**src/rtl/sbox_round_sequencer.sv**
```systemverilog
// -----------------------------------------------------------------------------
// sbox_round_sequencer
//
// Shares one external, purely combinational DES S-box bank across the eight
// 6-bit groups of a round's 48-bit expanded, key-mixed word. One group is
// looked up per cycle, in order S1..S8. The eight 4-bit results are assembled
// into the 32-bit substitution word that feeds the P-permutation.
//
// Ports:
//   clk        rising-edge clock for all state
//   rst        synchronous, active-high reset
//   in_valid   data_in holds a word to be substituted
//   in_ready   sequencer can accept a word (IDLE only)
//   data_in    expanded word; group 1 = [47:42] ... group 8 = [5:0]
//   sbox_sel   index of the S-box being addressed (0 = S1 ... 7 = S8)
//   sbox_in    6-bit group presented to the selected S-box
//   sbox_en    a lookup is active this cycle
//   sbox_out   combinational bank result for sbox_sel/sbox_in
//   out_valid  data_out holds a complete result (DONE only)
//   out_ready  downstream accepts data_out
//   data_out   S1 result in [31:28] ... S8 result in [3:0]
//   busy       a word is in flight (RUN or DONE)
// -----------------------------------------------------------------------------
module sbox_round_sequencer #(
  parameter int NUM_BOXES = 8,
  parameter int GROUP_W   = 6,
  parameter int OUT_W     = 4,
  localparam int IDX_W    = (NUM_BOXES > 1) ? $clog2(NUM_BOXES) : 1,
  localparam int IN_W     = NUM_BOXES * GROUP_W,
  localparam int RES_W    = NUM_BOXES * OUT_W
) (
  input  logic             clk,
  input  logic             rst,
  input  logic             in_valid,
  output logic             in_ready,
  input  logic [IN_W-1:0]  data_in,
  output logic [IDX_W-1:0] sbox_sel,
  output logic [GROUP_W-1:0] sbox_in,
  output logic             sbox_en,
  input  logic [OUT_W-1:0] sbox_out,
  output logic             out_valid,
  input  logic             out_ready,
  output logic [RES_W-1:0] data_out,
  output logic             busy
);

  typedef enum logic [1:0] {
    ST_IDLE = 2'd0,
    ST_RUN  = 2'd1,
    ST_DONE = 2'd2
  } state_t;

  localparam logic [IDX_W-1:0] LAST_IDX = IDX_W'(NUM_BOXES - 1);
  localparam logic [IDX_W-1:0] IDX_ONE  = IDX_W'(1);

  state_t             state_r;
  state_t             state_nxt_s;
  logic [IDX_W-1:0]   idx_r;
  logic [IN_W-1:0]    data_reg_r;
  logic [RES_W-1:0]   data_out_r;

  // Group idx counts from the MSB end: group 0 (S1) is the top GROUP_W bits.
  function automatic logic [GROUP_W-1:0] select_group(
    input logic [IN_W-1:0]  word,
    input logic [IDX_W-1:0] idx
  );
    logic [GROUP_W-1:0] grp;
    grp = {GROUP_W{1'b0}};
    for (int b = 0; b < NUM_BOXES; b++) begin
      if (idx == IDX_W'(b)) begin
        grp = word[(NUM_BOXES-1-b)*GROUP_W +: GROUP_W];
      end
    end
    return grp;
  endfunction

  // State, lookup index, captured input word and assembled result.
  always_ff @(posedge clk) begin
    if (rst) begin
      state_r    <= ST_IDLE;
      idx_r      <= {IDX_W{1'b0}};
      data_reg_r <= {IN_W{1'b0}};
      data_out_r <= {RES_W{1'b0}};
    end else begin
      state_r <= state_nxt_s;
      case (state_r)
        ST_IDLE: begin
          if (in_valid) begin
            data_reg_r <= data_in;
            data_out_r <= {RES_W{1'b0}};
            idx_r      <= {IDX_W{1'b0}};
          end
        end
        ST_RUN: begin
          // Nibble for S(idx+1) lands at the matching position from the MSB end.
          for (int b = 0; b < NUM_BOXES; b++) begin
            if (idx_r == IDX_W'(b)) begin
              data_out_r[(NUM_BOXES-1-b)*OUT_W +: OUT_W] <= sbox_out;
            end
          end
          // Return to 0 after the last group instead of wrapping past NUM_BOXES-1.
          if (idx_r == LAST_IDX) begin
            idx_r <= {IDX_W{1'b0}};
          end else begin
            idx_r <= idx_r + IDX_ONE;
          end
        end
        ST_DONE: begin
          idx_r <= {IDX_W{1'b0}};
        end
        default: begin
          idx_r <= {IDX_W{1'b0}};
        end
      endcase
    end
  end

  // Next-state decode and handshake / bank-address outputs from registered state.
  always_comb begin
    state_nxt_s = state_r;
    in_ready    = 1'b0;
    out_valid   = 1'b0;
    sbox_en     = 1'b0;
    sbox_sel    = {IDX_W{1'b0}};
    sbox_in     = {GROUP_W{1'b0}};
    busy        = 1'b0;
    case (state_r)
      ST_IDLE: begin
        in_ready = 1'b1;
        if (in_valid) begin
          state_nxt_s = ST_RUN;
        end else begin
          state_nxt_s = ST_IDLE;
        end
      end
      ST_RUN: begin
        busy     = 1'b1;
        sbox_en  = 1'b1;
        sbox_sel = idx_r;
        sbox_in  = select_group(data_reg_r, idx_r);
        if (idx_r == LAST_IDX) begin
          state_nxt_s = ST_DONE;
        end else begin
          state_nxt_s = ST_RUN;
        end
      end
      ST_DONE: begin
        busy      = 1'b1;
        out_valid = 1'b1;
        if (out_ready) begin
          state_nxt_s = ST_IDLE;
        end else begin
          state_nxt_s = ST_DONE;
        end
      end
      default: begin
        state_nxt_s = ST_IDLE;
      end
    endcase
  end

  assign data_out = data_out_r;

endmodule
```
**config.mk**
```make
export PLATFORM = sky130hd
export DESIGN_NAME = sbox_round_sequencer
export DESIGN_NICKNAME = d
export VERILOG_FILES = /design/src/rtl/sbox_round_sequencer.sv
export SDC_FILE = /design/constraint.sdc
export NUM_CORES = 1
export LEC_CHECK = 0
export ABC_AREA = 1
export BUFFER_PORTS_ARGS = -buffer_cell sky130_fd_sc_hd__buf_2
export CAP_MARGIN = 20
export CORE_AREA = 2 2 107 109
export DETAILED_ROUTE_END_ITERATION = 7
export DIE_AREA = 0 0 109 111
export REMOVE_ABC_BUFFERS = 1
export SLEW_MARGIN = 10
export SYNTH_ARGS = -nofsm -noshare
export SYNTH_HDL_FRONTEND = slang
export SYNTH_SLANG_ARGS = --single-unit
```
**constraint.sdc**
```tcl
create_clock -name clk -period 3.3 [get_ports clk]
set_clock_uncertainty 0.2 [all_clocks]
set_input_delay 0.66 -clock clk [delete_from_list [all_inputs] [get_ports clk]]
set_output_delay 0.66 -clock clk [all_outputs]
set_load 0.02 [all_outputs]
```
==> qor.csv <==
metric,value,unit
compound-cell area share of the yosys netlist,18.8,%
post-synthesis mux area share,0,%
CTS root buffer,clkbuf_16,
CP most frequent cell,nand2_1,
antenna-violating nets left,0,
Final Hold Viols,0,
most frequent cells in the layout,"121 x nor2_1, 100 x buf_2, 94 x nand2_1",
number of distinct library cells after synthesis,20,
RSZ-0062 raised after global routing,false,
crit path capture type,output port,
Max Slew Vio Count,0,
R2R Setup Slk,1.19,ns
FF-to-FF path depth,6,
Leakage,2.32,nW
Die Height,111,microns
Total Neg Setup Slack,0,ns
drt total wl,9850,microns
CP arrival,2.12,ns
Hold Path End,data_reg_r[42],
Top Family by Delay on Critical Path,adder cells,
Total GRT Usage,17.5,%
proportion of synthesized chip area in sequential cells,45.6,%
final net count,692,
Synth Area in Simple Gates,24.5,%
final cell count without fillers,774,
Register Area,0.00170,sq mm
Post-Syn Area,0.00373,sq mm
status,finished clean,
minimum clock period,2.98,ns
Slew @ Worst Pin,0.650,ns
CTS hold repair buffers,0,
DIE WIDTH,109,microns
synth warn,0,
CTS tree,built,
Post-Synth Adder-Cell Area,3.36,%
reg2reg end,data_reg_r[32],
drt initial violations,125,
fill count,1157,
Hold Startpoint,data_reg_r[42],
"most common cell after layout, fill and taps aside",nor2_1,
Cell Count Post-Placement,758,
grt ovf,0,
CP Launch Type,flop,
core footprint,0.0111,sq mm
DP HPWL,6970,microns
max_slew headroom,56.7,%
Peak VDD IR,0.342,mV
n_diodes,0,
largest net degree at the start of global routing,81,
area of the multi-input gates,0.00174,sq mm
Routed WL per cell,12.7,microns
maximum fanout along the worst path,8,
GP Congestion,0.864,
WP buf/inv,3,
H-tree lvl count,3,
clock transition at the registers of the reported paths,0.06,ns
first-pass GRT wire length,16800,microns
max cap viols,0,
Setup-failing EPs final,0,
clock sink total,85,
row count,39,
TritonRoute pass-1 iters,4,
maximum clock rate,0.336,GHz
post-cts repair resize count,0,
cell chain of the critical path,ha_1 -> ha_1 -> inv_1 -> o21ai_0 -> inv_1 -> nand2_1 -> nand2_1 -> nand2_1 -> nand2_1 -> nand2_1 -> nand2_1 -> buf_2,
Vias/cell,4.68,
crit path kind,flop to output port,
crit-path max cell delay,0.42,ns
worst hold path type,flop to flop,
Die ar.,0.0121,sq mm
Hold Path Cell Cnt,2,
Mapped Avg Cell Area,6.96,sq um
pwr dens,588,mW/mm^2
cells after synthesis,536,
worst r2r src,state_r[0],
maximum clock insertion buffer count,2,
"slowest stage cell, crit path",dfxtp_1,
port bufs,100,
main combinational cell family by area after synthesis,simple AND/OR/NAND/NOR gates,
Layout area overhead,24.7,%
clk_lat worst skew,0.34,ns
"FF+latch count, synth",85,
final worst path period share,90.2,%
Via Count,3619,
I/O Pins,101,
Starting Density,33.7,%
Post-CTS Setup Inserts,0,
WP data required,2.44,ns
post-synthesis xor/xnor area fraction,0,%
layout cells sized above 1,21.6,%
Num CTS Buffers,9,
vias in the first global route,3661,
initial antenna violation count,0,
drc violations,0,
[layer usage]
metal | up-vias | part of all wire [%] | track usage [%]
met3 | 21 | 6.0 | 5.29
met1 | 1627 | 45 | 20.9
met5 | - | 0 | 0
met2 | 88 | 46 | 29.2
met4 | 0 | 2.5 | 6.58
li1 | 1883 | - | -
[worst register-to-register path, delay by kind of cell, from the launching register on]
family	cells	cell delay [ns]
flip-flops	1	0.36
AND/OR/NAND/NOR	2	0.57
adder cells (fa/ha/maj)	1	0.27
AO/OA/AOI/OAI	1	0.17
buffers and inverters	2	0.45
[state kept, by name, summed over array words and instances, names as in the netlist]
name,flops
state_r,2
data_out,32
data_reg_r,48
idx_r,3
[worst max path at each step]
stage / startpoint / to / slack (ns) / cells after the start
floorplan: state_r[0] / data_reg_r[0] / 0.67 / 6
global placement: idx_r[0] / sbox_in[3] / 0.76 / 10
detailed placement: idx_r[0] / sbox_in[3] / 0.66 / 10
CTS: idx_r[1] / sbox_in[3] / 0.29 / 11
global route: idx_r[0] / sbox_in[0] / 0.08 / 12
finish: idx_r[0] / sbox_in[2] / 0.32 / 12
[final cells by class]
cell class	instances	share of cell area, %
clock buffers	10	4.92
inverters	47	3.79
flip-flops and latches	85	36.6
clock inverters	6	2.02
repair buffers	104	11.4
multi-input cells	379	37.4
well taps	143	3.85
[Yosys cell counts, drive strengths merged]
library cell	count	area, sq um
a211oi	3	22.5
a21oi	41	224
buf	10	55.1
clkbuf	15	56.3
clkinv	3	11.3
dfxtp	85	1700
ha	10	125
inv	44	165
nand2	96	365
nand3	14	70.1
nor2	123	472
nor3	1	5.00
o21ai	91	455
[where the power goes]
part	internal [W]	switching (W)	leakage, nW
Sequential	0.00112	0.0000523	0.703
Clock	0.000670	0.000417	0.154
Combinational	0.000160	0.000314	1.46
[logic make-up after synthesis]
logic type               count (synthesis)
adder cells (fa/ha/maj)                 10
flip-flops                              85
buffers and inverters                   72
AND/OR/NAND/NOR                        234
AO/OA/AOI/OAI                          135
[metrics by stage]
step | total power, W | instance area [sq um] | worst slack, ns | hold slack (ns) | utilization [%]
after detailed placement | 0.00167 | 4330 | 0.664 | 0.274 | 39.1
after CTS | 0.00276 | 4650 | 0.293 | 0.287 | 42.0
after global placement | 0.00166 | 4330 | 0.759 | 0.264 | 39.1
final | 0.00274 | 4650 | 0.323 | 0.280 | 42.0
after global routing | 0.00288 | 4650 | 0.0771 | 0.304 | 42.0
after floorplan | 0.00150 | 3620 | 0.672 | 0.232 | -
Power figures use the tool's default switching activity.
